$ cat src/rtl/varredura_matriz.sv
// LED matrix row scanner: fetches each row word, shifts it out MSB first, latches it, then lights the row.
// Optional VARREDURA_APAGAMENTO_EN blanks linha_ativa from ENDERECA through TRAVA to avoid ghosting.
module varredura_matriz #(
  parameter int N_LINHAS  = 16,
  parameter int N_COLUNAS = 15,
  parameter int DIV_CLK   = 4,
  parameter int T_EXIBE   = 1000
) (
  input  logic                 clk,
  input  logic                 reset,
  input  logic                 ativo,
  input  logic [N_COLUNAS-1:0] linha_dados,
  output logic [3:0]           linha_end,
  output logic                 serial_dado,
  output logic                 serial_clk,
  output logic                 serial_latch,
  output logic [N_LINHAS-1:0]  linha_ativa,
  output logic                 fim_frame,
  output logic                 ocupado
);

  localparam int BW = (N_COLUNAS > 1) ? $clog2(N_COLUNAS) : 1;
  localparam int DW = $clog2(2 * DIV_CLK);
  localparam int EW = (T_EXIBE > 1) ? $clog2(T_EXIBE) : 1;

  localparam logic [3:0]    ROW_MAX  = 4'(N_LINHAS - 1);
  localparam logic [BW-1:0] BIT_MAX  = BW'(N_COLUNAS - 1);
  localparam logic [DW-1:0] DIV_MAX  = DW'(2 * DIV_CLK - 1);
  localparam logic [DW-1:0] DIV_HALF = DW'(DIV_CLK);
  localparam logic [EW-1:0] EXB_MAX  = EW'(T_EXIBE - 1);

  typedef enum logic [2:0] {
    OCIOSO, ENDERECA, CARREGA, DESLOCA, TRAVA, EXIBE, PROXIMA
  } estado_t;

  estado_t                state, next_state;
  logic [3:0]             row_cnt;
  logic [BW-1:0]          bit_cnt;
  logic [DW-1:0]          div_cnt;
  logic [EW-1:0]          exb_cnt;
  logic [N_COLUNAS-1:0]   shift_reg;
  logic                   ultima;
  logic                   bit_fim;

  assign ultima      = (row_cnt == ROW_MAX);
  assign bit_fim     = (div_cnt == DIV_MAX);
  assign serial_dado = shift_reg[N_COLUNAS-1];

  always_ff @(posedge clk or posedge reset) begin
    if (reset) state <= OCIOSO;
    else       state <= next_state;
  end

  always_comb begin
    next_state   = state;
    ocupado      = (state != OCIOSO);
    serial_clk   = 1'b0;
    serial_latch = 1'b0;
    fim_frame    = 1'b0;
    case (state)
      OCIOSO:   if (ativo) next_state = ENDERECA;
      ENDERECA: next_state = CARREGA;
      CARREGA:  next_state = DESLOCA;
      DESLOCA: begin
        // Low half of each bit period first, so the chain samples a settled bit.
        serial_clk = (div_cnt >= DIV_HALF);
        if (bit_fim && bit_cnt == BIT_MAX) next_state = TRAVA;
      end
      TRAVA: begin
        serial_latch = 1'b1;
        next_state   = EXIBE;
      end
      EXIBE:    if (exb_cnt == EXB_MAX) next_state = PROXIMA;
      PROXIMA: begin
        fim_frame  = ultima;
        next_state = (ultima && !ativo) ? OCIOSO : ENDERECA;
      end
      default:  next_state = OCIOSO;
    endcase
  end

  always_ff @(posedge clk or posedge reset) begin
    if (reset) begin
      row_cnt     <= '0;
      bit_cnt     <= '0;
      div_cnt     <= '0;
      exb_cnt     <= '0;
      shift_reg   <= '0;
      linha_end   <= '0;
      linha_ativa <= '0;
    end else begin
      case (state)
        ENDERECA: linha_end <= row_cnt;
        CARREGA: begin
          shift_reg <= linha_dados;
          bit_cnt   <= '0;
          div_cnt   <= '0;
        end
        DESLOCA: begin
          if (bit_fim) begin
            div_cnt   <= '0;
            shift_reg <= shift_reg << 1;
            bit_cnt   <= bit_cnt + 1'b1;
          end else begin
            div_cnt <= div_cnt + 1'b1;
          end
        end
        TRAVA: begin
          linha_ativa <= N_LINHAS'(1) << row_cnt;
          exb_cnt     <= '0;
        end
        EXIBE: exb_cnt <= exb_cnt + 1'b1;
        PROXIMA: begin
          row_cnt <= ultima ? 4'd0 : row_cnt + 4'd1;
`ifdef VARREDURA_APAGAMENTO_EN
          linha_ativa <= '0;
`endif
          // Leaving for idle restores the reset-time outputs.
          if (ultima && !ativo) begin
            linha_ativa <= '0;
            linha_end   <= '0;
          end
        end
        default: ;
      endcase
    end
  end

endmodule
$ cat config.mk
export PLATFORM = sky130hd
export DESIGN_NAME = varredura_matriz
export DESIGN_NICKNAME = d
export VERILOG_FILES = /design/src/rtl/varredura_matriz.sv
export SDC_FILE = /design/constraint.sdc
export NUM_CORES = 1
export LEC_CHECK = 0
export BUFFER_PORTS_ARGS = -buffer_cell sky130_fd_sc_hd__buf_2
export CORE_MARGIN = 3
export CORE_UTILIZATION = 45
export CTS_CLUSTER_SIZE = 24
export DETAILED_ROUTE_END_ITERATION = 12
export PLACE_DENSITY = 0.7
export SLEW_MARGIN = 10
export SYNTH_ARGS = -nofsm -noshare
export SYNTH_HDL_FRONTEND = slang
export SYNTH_SLANG_ARGS = --single-unit
$ cat constraint.sdc
create_clock -name clk -period 3 [get_ports clk]
set_clock_uncertainty 0.15 [all_clocks]
set_input_delay 0.6 -clock clk [delete_from_list [all_inputs] [get_ports clk]]
set_output_delay 0.6 -clock clk [all_outputs]
set_load 0.1 [all_outputs]
Word-level counts from Yosys, hierarchy flattened
Index checks and enable logic that the tools add are counted.
- register bits after elaboration: 59
- input port bits: 18
- output and inout port bits: 25
- logic and storage cells: 62
- add/subtract/negate cells: 4
- $lt $le $gt $ge: 1
- eq/ne operators: 15
- shifts and indexed selects: 1
- mux-type cells: 20
- reductions and logical operators: 13
- operator list (operator ; number):
    case mux 16 bit (2 select lines) ; 1
    case mux 15 bit (2 select lines) ; 1
    case mux 3 bit (7 select lines) ; 1
    case mux 10 bit (2 select lines) ; 1
    two-way mux 16 bit ; 1
    case mux 4 bit (2 select lines) ; 2
    left shift 1 x 4 -> 16 bit (first input constant) ; 1
    two-way mux 15 bit ; 1
    == test 3 bit (second input constant) ; 4
    two-way mux 3 bit ; 4
    two-way mux 4 bit ; 3
    adder 10 x 1 -> 10 bit (second input constant) ; 1
    == test 10 bit (second input constant) ; 1
    inequality test 2 bit (second input constant) ; 5
    adder 4 x 1 -> 4 bit (second input constant) ; 2
    == test 4 bit (second input constant) ; 2
    nonzero test 2 bit ; 4
    == test 3 x 2 -> 1 bit (second input constant) ; 2
    case mux 3 bit (2 select lines) ; 1
    AND reduction 2 bit ; 3
    two-way mux 1 bit ; 4
    adder 3 x 1 -> 3 bit (second input constant) ; 1
    == test 3 x 1 -> 1 bit (second input constant) ; 1
    >= comparator 3 bit (second input constant) ; 1
    other kinds (5) ; 6

Logic depth before layout (Yosys ltp)
Gate-level depths: netlist of the first run.
- depth in word-level cells: 4
- depth in mapped cells: 7
- depth with buffers taken out: 5

Least setup slack after synthesis of the first run
OpenSTA, ideal clock, no wires.
- kind: flip-flop to output port
- from: register state[1]
- to: output port serial_latch
- arrival: 2.107 ns
- data required time: 2.250 ns
- setup slack: 0.143 ns
- cell stages (with the launch flop): 4
- buffers on the path: 1
- cell sequence: dfrtp_1 -> nand2b_1 -> clkbuf_1 -> nor2_1
- longest elaborated chain between the ends: 2
- RTL lines (element ; line ; text):
    start, declared ; 36 ; estado_t state, next_state;
    start signal, assigned ; 51 ; else state <= next_state;
    == test 3 bit ; 60 ; case (state)
    two-way mux 1 bit ; 60 ;
    end, declared ; 16 ; output logic serial_latch,
Every way passes these cells.

Worst setup path after layout of the first run
- from: register row_cnt[0]
- to: output port fim_frame
- longest elaborated chain between the ends: 2
- RTL lines (element ; line ; text):
    start, declared ; 37 ; logic [3:0] row_cnt;
    start signal, assigned ; 114 ; row_cnt <= ultima ? 4'd0 : row_cnt + 4'd1;
    == test 4 bit ; 45 ; assign ultima = (row_cnt == ROW_MAX);
    two-way mux 1 bit ; 60 ;
    end, declared ; 18 ; output logic fim_frame,
Every way passes these cells.

==> results.md, run 1 <==
Worst setup path:
- The gate family responsible for the most delay along the worst path is buffers and inverters.
- The type of destination of the critical path is a primary output.
- The largest individual stage delay along the critical path comes from the cell buf_2.
- The category of the worst setup path launch point is a flip-flop.
- Along the worst path, the maximum fanout reaches 6.
- The arrival time of the worst setup path is 1.79 ns.
- The total buffers and inverters traversed by the critical path is 1.
- The data required time at the worst endpoint is 2.25 ns.
- The worst-case register-to-register setup slack is 0.93 ns.
- The category of the critical setup timing path is flip-flop to primary output.
- The signal on the critical path passes through ha_1, nand3_1, nor2_1, buf_2.
- The largest incremental delay on the critical path is 0.44 ns.

STA:
- The number of max-slew violations in the final report was 0.
- The timing-limited maximum frequency is 394 MHz.
- The final cycle utilization of the critical path is 0.845.
- The slew at the pin closest to its max-slew limit is 0.739 ns.
- The final hold violation count is 0.
- In the final timing run, aggregate negative setup slack is 0 ns.
- The number of failing setup endpoints in the final timing report is 0.
- Across all hold checks on the routed design, the worst slack comes to 0.166 ns.
- The worst relative slew slack is 0.507.
- Setup repair after global routing left no endpoint under its margin.
- The worst path needs 2.54 ns of the cycle, external delays included.

Synth:
- Of the synthesized area, sequential elements account for 0.504.
- The number of standard cells after synthesis is 271.
- In this run, synthesis inferred 0 flip-flops with an integrated enable.
- The area of the mapped netlist is 2930 um2.
- The number of nets handed over by synthesis was 300.
- The share of the synthesized area in the top cell type is 0.504.
- The main flop type after synthesis is dfrtp_1.
- Yosys printed 0 warnings.
- The register bit count reported by yosys is 59.
- The async set or reset register ratio after synthesis is 1.00.
- The cell type contributing the most total cell area after synthesis is dfrtp_1.
- The mean post-synth cell area is 10.8 um2.
- Yosys mapped the design onto 49 distinct sky130hd cell types.
- Yosys attributes the largest share of cell area to dfrtp_1 50%, ha_1 4.7%, a2bb2oi_1 4.2%.

Layout:
- The fraction of final layout cells sized beyond drive strength 1 is 0.241.
- The antenna diode instance count is 0.
- Leaving out fill and tap cells, the most frequent cell in the layout is dfrtp_1.
- The register with the most flip-flops in the layout has 16 of them.
- Relative to the synthesized area, the layout overhead comes to 15.7%.
- In the final design database the tool counted 340 nets.
- The finished layout holds 391 standard cells, fillers aside.
- In the layout the commonest cells are 59 x dfrtp_1, 41 x buf_2, 25 x nand2_1.

Pwr:
- Power spread over the standard cell area amounts to 461 nW/um2.
- The maximum vdd ir drop is 480 uV.
- In this run the static leakage power is 0.00156 uW.

Routing:
- The number of search-and-repair iterations in the first detailed-routing pass is 4.
- In this run the remaining antenna-violating nets after routing total 0.
- The routed length per instance is 15.3 um.
- The first routing iteration left 72 violations.
- The routed wire length is 5970 um.
- In the routed design, unresolved DRC markers number 0.
- The via count of the routed design is 2271.
- The number of vias per cell after detailed routing is 5.81.

CTS:
- Clock-pin slew was measured on the worst setup and hold paths at 0.06 ns.
- Buffers inserted to repair hold after CTS numbered 0.
- The number of buffers created by CTS is 9.
- The number of cells upsized or downsized after cts is 0.
- The number of sinks driven by the clock tree is 59.
- The depth of the CTS H-tree is 3.
- TritonCTS built the clock tree.
- Post-CTS timing repair inserted 0 buffers for setup.
- The clock reaches the later pin of the worst-skew pair after 0.34 ns.
- The maximum buffer depth of the clock tree is 2.
- The cell sitting at the root of the clock tree is a clkbuf_8.

Placement:
- Once detailed placement completed, the half-perimeter wirelength came to 4020 um.
- The number of port buffers is 42.
- The final weighted congestion of routability-driven global placement is 0.898.
- Including well taps, the total number of placed cells is 375.

Floorplanning:
- The floorplan has 28 rows.
- The die is 86.7 um wide.
- 43 I/O pins were placed.
- The starting utilization of the core area is 0.481.
- The die covers 7520 um2.
- The vertical die dimension is 86.7 um.
- The floorplan step defined a core boundary enclosing 6100 um2.

Global routing:
- The largest net degree at the start of global routing is 60.
- In the global route stage, overall resource usage came out at 0.172.
- The initial antenna violation count is 0.
- The first global-routing pass estimated 10200 um of wire.
- The number of global-route vias before repair is 2156.
- The total overflow left after global routing is 0.

Run:
- The total of max-cap violations is 0.

Hold path:
- The worst min-delay path class is primary input to async pin.

Status:
- The run finished with clean final reports.
## worst paths after layout
path,from,to,cells after the start
max in group asynchronous,reset,exb_cnt[6],3
setup reg to reg,state[2],linha_ativa[2],3
min in group clk,linha_ativa[7],linha_ativa[7],1
hold reg to reg,linha_ativa[7],linha_ativa[7],1
hold / removal,reset,linha_ativa[0],3
setup / recovery,row_cnt[0],fim_frame,4
## stage by stage
stage / setup slack [ns] / total power [uW] / instance area, um2 / util
2_1_floorplan: 0.143 / 846 / 2930 / -
3_3_place_gp: 0.821 / 868 / 3200 / 0.525
3_5_place_dp: 0.820 / 869 / 3200 / 0.525
4_1_cts: 0.451 / 1590 / 3390 / 0.557
5_1_grt: 0.284 / 1630 / 3390 / 0.557
6_report: 0.464 / 1570 / 3390 / 0.557
## tightest hold or removal path: stages
cell and delay, ns:
buf_2 0.10, inv_2 0.06, buf_12 0.29
## cell families after synthesis
kind of cell	synth area share
AO/OA/AOI/OAI	0.217
flip-flops	0.504
AND/OR/NAND/NOR	0.157
multiplexers	0.0188
buffers and inverters	0.0563
adder cells (fa/ha/maj)	0.0469
## layout make-up
class	instances	area, um2
clock buffers	11	141
clock inverters	5	52.6
fillers	537	2700
inverters	13	48.8
multi-input cells	179	1290
flip-flops and latches	59	1480
well taps	75	93.8
repair buffers	49	290
## routing by layer
| metal | wire (um) | share of wire | global-route usage | vias up |
|---|---|---|---|---|
| met5 | 0 | 0 | 0 | - |
| met2 | 2680 | 0.45 | 0.268 | 48 |
| met3 | 306 | 0.051 | 0.0618 | 9 |
| li1 | - | - | - | 1102 |
| met4 | 55 | 0.0092 | 0.0552 | 0 |
| met1 | 2920 | 0.49 | 0.224 | 1112 |
## synthesized netlist by cell type, types with 2 or more instances
master	n
clkbuf_2	2
o211ai_1	3
buf_2	10
o21ai_0	8
or3_1	3
nor2_1	6
inv_1	13
o2bb2ai_1	4
nand2b_1	3
mux2_2	4
a32o_1	8
a21oi_1	3
o311ai_0	5
nor3_1	2
clkbuf_1	4
ha_1	11
nand4_1	2
nand3_1	11
nor4_1	4
nand3b_1	7
a2bb2oi_1	14
buf_6	3
nor3b_1	2
o31ai_1	2
nor2b_1	5
a22o_1	9
nand2_1	25
o22ai_1	19
dfrtp_1	59
## power by group
part,internal [uW],leakage [uW],switching [uW]
clock network,402,0.0000991,311
registers,802,0.000747,4.04
logic,18.5,0.000719,28.3
Power figures use the tool's default switching activity.
==> run 2: changes to the inputs <==
--- a/config.mk
+++ b/config.mk
@@ -5,6 +5,7 @@
 export SDC_FILE = /design/constraint.sdc
 export NUM_CORES = 1
 export LEC_CHECK = 0
+export ABC_AREA = 1
 export BUFFER_PORTS_ARGS = -buffer_cell sky130_fd_sc_hd__buf_2
 export CORE_MARGIN = 3
 export CORE_UTILIZATION = 45
==> constraint.sdc (replaced) <==
create_clock -name clk -period 2.5 [get_ports clk]
set_clock_uncertainty 0.15 [all_clocks]
set_input_delay 0.5 -clock clk [delete_from_list [all_inputs] [get_ports clk]]
set_output_delay 0.5 -clock clk [all_outputs]
set_load 0.1 [all_outputs]
==> run 2 against run 1 <==
First-iteration DRC count increased by 140%; synthesized cell count increased by 38%; die area grew 2.0%.
==> results.md, run 2 <==
Synth:
- By area the synthesized netlist is led by dfrtp_1 49%, nand2_1 13%, nand3_1 7.4%.
- Sorting the synthesized cells by how often they occur yields 105 x nand2_1, 59 x dfrtp_1, 45 x nor2_1.
- The cell with the most instances after synthesis is nand2_1.
- The mean post-synth cell area came to 7.99 um2 (-26%).
- The synthesis warning total was 0 (unchanged).
- The share of the synthesized area in the top cell type came to 0.493 (-0.0107).
- The number of enable flip-flop cells after synthesis was 0 (unchanged).
- The area of the mapped netlist is 3000 um2 (+2.2%).
- The cell type contributing the most total cell area after synthesis is dfrtp_1.
- The number of nets produced by synthesis was 404 (+35%).
- The number of standard cells after synthesis is 375 (+38%).
- The async set or reset register ratio after synthesis came to 1.00 (unchanged).
- The main flop type after synthesis is dfrtp_1.
- The register bit count reported by yosys came to 59 (unchanged).
- The number of distinct library cell variants in the gate-level netlist after synthesis came to 28 (-43%).
- The sequential share of the synthesized area is 0.493 (-0.0107).

Floorplanning:
- The starting utilization of the core area is 0.469 (-0.0119).
- The vertical die dimension is 87.6 um (+1.0%).
- The core area is 6390 um2 (+4.8%).
- The count of boundary I/O pins is 43 (unchanged).
- The die outline width is 87.6 um (+1.0%).
- The placement row count is 29 (+3.6%).
- The overall die area is 7670 um2 (+2.0%).

Layout:
- The count of nets after finishing is 455 (+34%).
- The antenna diode instance count is 0 (unchanged).
- The fraction of final layout cells sized beyond drive strength 1 came to 0.197 (-0.0433).
- The cell area after layout is 3520 um2 (+3.8%).
- The library cells used most frequently in the layout, excluding fill and tap cells, are 105 x nand2_1, 58 x dfrtp_1, 44 x nor2_1, 44 x nand3_1, 41 x buf_2.
- Compared with the post-synthesis result, the final layout area differs by 17.5%.
- The number of flip-flops under the largest register name is 16 (unchanged).
- The leading cell type in the layout, fill and taps excluded is nand2_1.

Worst setup path:
- The worst-case register-to-register setup slack is 0.59 ns (-0.34 ns).
- The signal on the critical path passes through ha_2, nand3_2, or2_2, inv_1, buf_12.
- The arrival time of the worst setup path was 1.74 ns (-0.05 ns).
- The worst reg-to-reg path cell count is 7 (+4).
- The endpoint of the lowest-slack register-to-register path is bit_cnt[0].
- The total buffers and inverters traversed by the critical path was 2 (+1).
- The kind of cell with the highest combined delay along the critical path is simple AND/OR/NAND/NOR gates.
- STA classifies the critical path startpoint as a flip-flop.
- The data required time at the worst endpoint is 1.85 ns (-0.40 ns).
- The startpoint identified for the worst register-to-register timing path is div_cnt[0].
- By startpoint and endpoint, the worst setup path is classified as flip-flop to primary output.
- The largest incremental delay on the critical path is 0.41 ns (-0.03 ns).
- The type of destination of the critical path is a primary output.
- The highest net fanout along the worst path is 5 (-1).
- The slowest stage of the critical path is the dfrtp_1 cell.

Routing:
- The total length of routed met3 wires was 315 um (+2.9%).
- The number of remaining DRC errors is 0 (unchanged).
- The via count of the routed design is 2559 (+13%).
- The DRC marker count from the first detailed-route iteration is 173 (+140%).
- After detailed routing, no signal wire sits above met4.
- The routed length per instance is 12.4 um (-19%).
- The number of search-and-repair iterations in the first detailed-routing pass is 4 (unchanged).
- The wire length on met1 came to 2950 um (+0.92%).
- The number of antenna-violating nets in the routed design was 0 (unchanged).
- The number of vias per cell after detailed routing is 5.04 (-13%).
- The routed wire length is 6280 um (+5.3%).
- The met2 routed wirelength is 2930 um (+9.0%).

Pwr:
- The maximum vdd ir drop is 814 uV (+70%).
- The leakage power of the design is 0.00188 uW (+20%).
- The power density relative to cell area came to 1150 nW/um2 (+150%).

Global routing:
- The global-route wire length before repair came to 11200 um (+9.7%).
- The initial antenna violation count is 0 (unchanged).
- The number of global-route vias before repair is 2517 (+17%).
- The global-route total usage across every layer is 0.185 (+0.0132).
- The largest net degree at the start of global routing is 33 (-45%).
- The global-route congestion overflow total was 0 (unchanged).

Placement:
- The post-placement cell area is 3280 um2 (+2.5%).
- The post-place setup slack is 0.438 ns (-0.382 ns).
- The total half-perimeter wirelength after legalization and detailed placement is 4430 um (+10%).
- The final weighted congestion of routability-driven global placement came to 0.881 (-1.9%).
- The number of port buffers is 42 (unchanged).

STA:
- In the finished design, the share of the clock period the worst path needs comes to 0.955.
- The final hold violation count is 0 (unchanged).
- The clock period could shrink to 2.39 ns.
- The slew at the pin closest to its max-slew limit is 0.646 ns (-0.0926 ns).
- The total negative slack is 0 ns (unchanged).
- The number of max-slew violations in the final report came to 0 (unchanged).
- The number of failing setup endpoints in the final timing report is 0 (unchanged).
- Derived from the worst setup path, the maximum achievable clock frequency is 419 MHz.
- The worst relative slew slack is 0.569 (+0.0611).
- The worst-case setup margin in the final layout is 0.112 ns (-0.352 ns).

CTS:
- The buffer cell driving the clock tree root is clkbuf_8.
- The maximum buffer depth of the clock tree is 2 (unchanged).
- The number of buffers created by CTS is 9 (unchanged).
- The clock-pin slew reported for the worst setup and hold paths after clock tree synthesis is 0.07 ns (about the same).
- The number of sinks driven by the clock tree is 59 (unchanged).
- The depth of the CTS H-tree was 3 (unchanged).
- The latest clock arrival within the worst-skew pair is 0.34 ns (about the same).
- The clock tree from TritonCTS is yes.

Hold path:
- The path class of the tightest hold or removal check is primary input to async pin.

Run:
- The total of max-cap violations was 0 (unchanged).

Status:
- The run finished with clean final reports.
-- run 2: layout make-up --
type / instances / area [um2]
fill: 597 / 2870
sequential: 59 / 1480
multi-input combinational: 267 / 1300
timing repair buffer: 48 / 270
inverter: 41 / 166
clock buffer: 11 / 151
tap: 77 / 96.3
clock inverter: 5 / 61.3
-- run 2: power by group --
group,internal (uW),switching (uW),total [uW]
Clock,516,395,911
Sequential,1220,216,1430
Combinational,395,1300,1690
-- run 2: through the flow --
step                      instances  power [uW]  utilization  hold slack [ns]
after floorplan                 375        2820            -            0.287
after global routing            508        4340        0.551            0.150
after CTS                       505        4040        0.547            0.110
after global placement          489        3070        0.514            0.302
after detailed placement        489        3110        0.514            0.311
final                           508        4040        0.551           0.0919
-- run 2: worst max path at each step --
stage | startpoint | to | slack (ns) | cells after the start
floorplan | row_cnt[0] | fim_frame | 0.24 | 4
global route | row_cnt[0] | fim_frame | -0.004 | 5
CTS | state[0] | fim_frame | 0.05 | 5
detailed placement | state[0] | fim_frame | 0.44 | 5
global placement | state[0] | fim_frame | 0.47 | 5
finish | row_cnt[0] | fim_frame | 0.11 | 5
-- run 2: logic make-up (layout without fill, tap and decap cells) --
logic type / Yosys count / count (layout) / share of synthesized area
and+or+nand+nor: 206 / 206 / 0.295
DFF: 59 / 59 / 0.493
AOI/OAI and AO/OA: 50 / 50 / 0.0902
buffers and inverters: 49 / 105 / 0.0756
adders and majority gates: 11 / 11 / 0.0459
-- run 2: timing repair --
action,CTS,global route
setup endpoints to repair,0,1
hold buffers,0,0
gates resized for setup,0,3
setup buffers,0,3
-- run 2: routing by layer --
metal | GRT usage | vias to the layer above
met5 | 0 | -
met4 | 0.0614 | 0
met1 | 0.240 | 1199
met2 | 0.292 | 42
met3 | 0.0630 | 9
li1 | - | 1309
==> run 3: changes to the inputs <==
--- a/config.mk
+++ b/config.mk
@@ -12,7 +12,8 @@
 export CTS_CLUSTER_SIZE = 24
 export DETAILED_ROUTE_END_ITERATION = 12
 export PLACE_DENSITY = 0.7
-export SLEW_MARGIN = 10
+export RECOVER_POWER = 50
+export SLEW_MARGIN = 25
 export SYNTH_ARGS = -nofsm -noshare
 export SYNTH_HDL_FRONTEND = slang
 export SYNTH_SLANG_ARGS = --single-unit
==> run 3 against run 2 <==
Register-to-register slack about the same; final cell count unchanged; design area decreased by 0.39%; routed wire length about the same; utilization decreased by 0.22 points; clock-buffer cell count unchanged; power decreased by 0.16%; critical path depth unchanged.
==> results.md, run 3 (synthesis gave the netlist of run 2 again) <==
Worst setup path:
- In this run the critical register-to-register path is launched from div_cnt[0].
- The kind of cell with the highest combined delay along the critical path is simple AND/OR/NAND/NOR gates.
- The arrival time of the worst setup path was 1.74 ns (about the same).
- The data required time at the worst endpoint is 1.85 ns (about the same).
- For this design, the slowest cell found on the critical path is dfrtp_1.
- The total buffers and inverters traversed by the critical path is 2 (unchanged).
- The beginning of the critical path is row_cnt[0].
- The highest net fanout along the worst path is 5 (unchanged).
- The type of destination of the critical path is a primary output.
- The category of the critical setup timing path is flip-flop to primary output.
- The worst-case register-to-register setup slack came to 0.58 ns (about the same).
- STA classifies the critical path startpoint as a flip-flop.
- The largest incremental delay on the critical path is 0.41 ns (about the same).
- Walking the worst path, the cells encountered are ha_2, nand3_2, or2_2, inv_1, buf_12.

Routing:
- The number of search-and-repair iterations in the first detailed-routing pass is 5 (+1).
- The number of vias per cell after detailed routing is 5.05 (+0.16%).
- The via count of the routed design was 2563 (+0.16%).
- The routed length per instance is 12.4 um (about the same).
- The number of antenna-violating nets in the routed design is 0 (unchanged).
- The number of remaining DRC errors is 0 (unchanged).
- The DRC marker count from the first detailed-route iteration was 168 (-2.9%).
- The routed wire length was 6280 um (about the same).

Floorplanning:
- The starting utilization of the core area is 0.469 (unchanged).
- The placement row count is 29 (unchanged).
- The vertical die dimension is 87.6 um (unchanged).
- The count of boundary I/O pins is 43 (unchanged).
- The die outline width was 87.6 um (unchanged).
- The core area is 6390 um2 (unchanged).
- The overall die area is 7670 um2 (unchanged).

STA:
- The final cycle utilization of the critical path is 0.956 (about the same).
- The timing-limited maximum frequency is 419 MHz (about the same).
- The number of failing setup endpoints in the final timing report was 0 (unchanged).
- The slew at the pin closest to its max-slew limit came to 1.15 ns (+0.506 ns).
- The hold slack is 0.267 ns (+0.176 ns).
- The worst relative slew slack is 0.231 (-0.338).
- The final hold violation count is 0 (unchanged).
- The shortest clock period the worst path allows after layout is 2.39 ns (+0.000538 ns).
- The number of max-slew violations in the final report is 0 (unchanged).

Pwr:
- The leakage power of the design is 0.00187 uW (-0.51%).
- The total power after layout is 4030 uW (-0.16%).
- The power density relative to cell area is 1150 nW/um2 (+0.23%).
- The maximum vdd ir drop is 814 uV (about the same).

CTS:
- The latest clock arrival within the worst-skew pair is 0.34 ns (about the same).
- The maximum buffer depth of the clock tree is 2 (unchanged).
- The clock-pin slew reported for the worst setup and hold paths after clock tree synthesis was 0.07 ns (about the same).
- The number of buffers created by CTS is 9 (unchanged).
- TritonCTS built the clock tree.
- The buffer cell driving the clock tree root is clkbuf_8.
- The number of sinks driven by the clock tree is 59 (unchanged).
- The depth of the CTS H-tree is 3 (unchanged).

Status:
- The flow ran to the end, and the final reports show no timing, DRC or antenna violations.

Hold path:
- The worst hold path begins at linha_dados[0].
- The min-delay analysis places its worst path in the category primary input to flip-flop.

Placement:
- The placed instance count came to 489 (unchanged).
- The total half-perimeter wirelength after legalization and detailed placement came to 4430 um (unchanged).
- The final weighted congestion of routability-driven global placement is 0.881 (unchanged).
- The number of port buffers came to 42 (unchanged).

Global routing:
- The largest net degree at the start of global routing is 33 (unchanged).
- The number of global-route vias before repair is 2517 (unchanged).
- The global-route wire length before repair was 11200 um (unchanged).
- The global-route congestion overflow total is 0 (unchanged).
- The initial antenna violation count is 0 (unchanged).
- The global-route total usage across every layer is 0.185 (unchanged).

Run:
- The total of max-cap violations came to 0 (unchanged).

Layout:
- The number of flip-flops under the largest register name is 16 (unchanged).
- The final core utilization is 0.549 (-0.00216).
- The number of standard cells in the layout, taps in and fillers out is 508 (unchanged).
- The count of nets after finishing is 455 (unchanged).
- The area growth from synthesis to layout is 17.1%.
- The antenna diode instance count was 0 (unchanged).
- The filler cell count in the final layout is 602 (+0.84%).
- In the layout the commonest cells are 105 x nand2_1, 58 x dfrtp_1, 45 x nor2_1.
- The library cell used most frequently in the layout, excluding fill and tap cells, is nand2_1.
- The fraction of final layout cells sized beyond drive strength 1 is 0.186 (-0.0116).
==> run 3: power breakdown <==
group | internal [uW] | total [uW] | leakage (uW) | switching, uW
Combinational | 392 | 1690 | 0.000993 | 1300
Sequential | 1220 | 1430 | 0.000783 | 215
Clock | 516 | 910 | 0.0000978 | 394
Total | 2130 | 4030 | 0.00187 | 1910
==> run 3: per-stage QoR <==
stage	setup TNS, ns	cell area (um2)	worst slack (ns)
floorplan	0	3000	0.244
global placement	0	3280	0.470
detailed placement	0	3280	0.438
CTS	0	3490	0.0490
global route	-0.00368	3510	-0.00368
finish	0	3510	0.111
==> run 3: final cells by class <==
class                   instances  area [um2]  share of cell area
flip-flops and latches         59        1480               0.421
multi-input cells             267        1290               0.369
repair buffers                 48         259              0.0738
inverters                      41         166              0.0474
clock buffers                  11         151              0.0432
well taps                      77        96.3              0.0275
clock inverters                 5        61.3              0.0175
==> run 3: final timing paths <==
path                              endpoint  cells after the start
setup / recovery                 fim_frame                      5
hold / removal                shift_reg[0]                      3
setup reg to reg                bit_cnt[0]                      7
hold reg to reg            linha_ativa[12]                      2
max in group asynchronous  linha_ativa[11]                      3
min in group asynchronous       div_cnt[1]                      2
==> run 3: worst reg2reg max path, stage by stage (launching register included) <==
cell	delay [ns]
dfrtp_1	0.37
ha_1	0.15
ha_1	0.20
inv_1	0.12
a21oi_4	0.40
inv_2	0.23
nor2_1	0.13
a21oi_1	0.06
==> run 3: timing repair <==
| item | in CTS | in global routing |
|---|---|---|
| hold buffers | 0 | 0 |
| setup buffers | 0 | 3 |
| setup endpoints to repair | 0 | 1 |
| resized for setup | 0 | 3 |
==> run 3: per-layer routing <==
| metal | global-route usage | wire, um | vias up | share of wire |
|---|---|---|---|---|
| li1 | - | - | 1310 | - |
| met1 | 0.240 | 3000 | 1201 | 0.48 |
| met2 | 0.292 | 2880 | 42 | 0.46 |
| met3 | 0.0630 | 305 | 10 | 0.049 |
| met4 | 0.0614 | 97 | 0 | 0.015 |
| met5 | 0 | 0 | - | 0 |
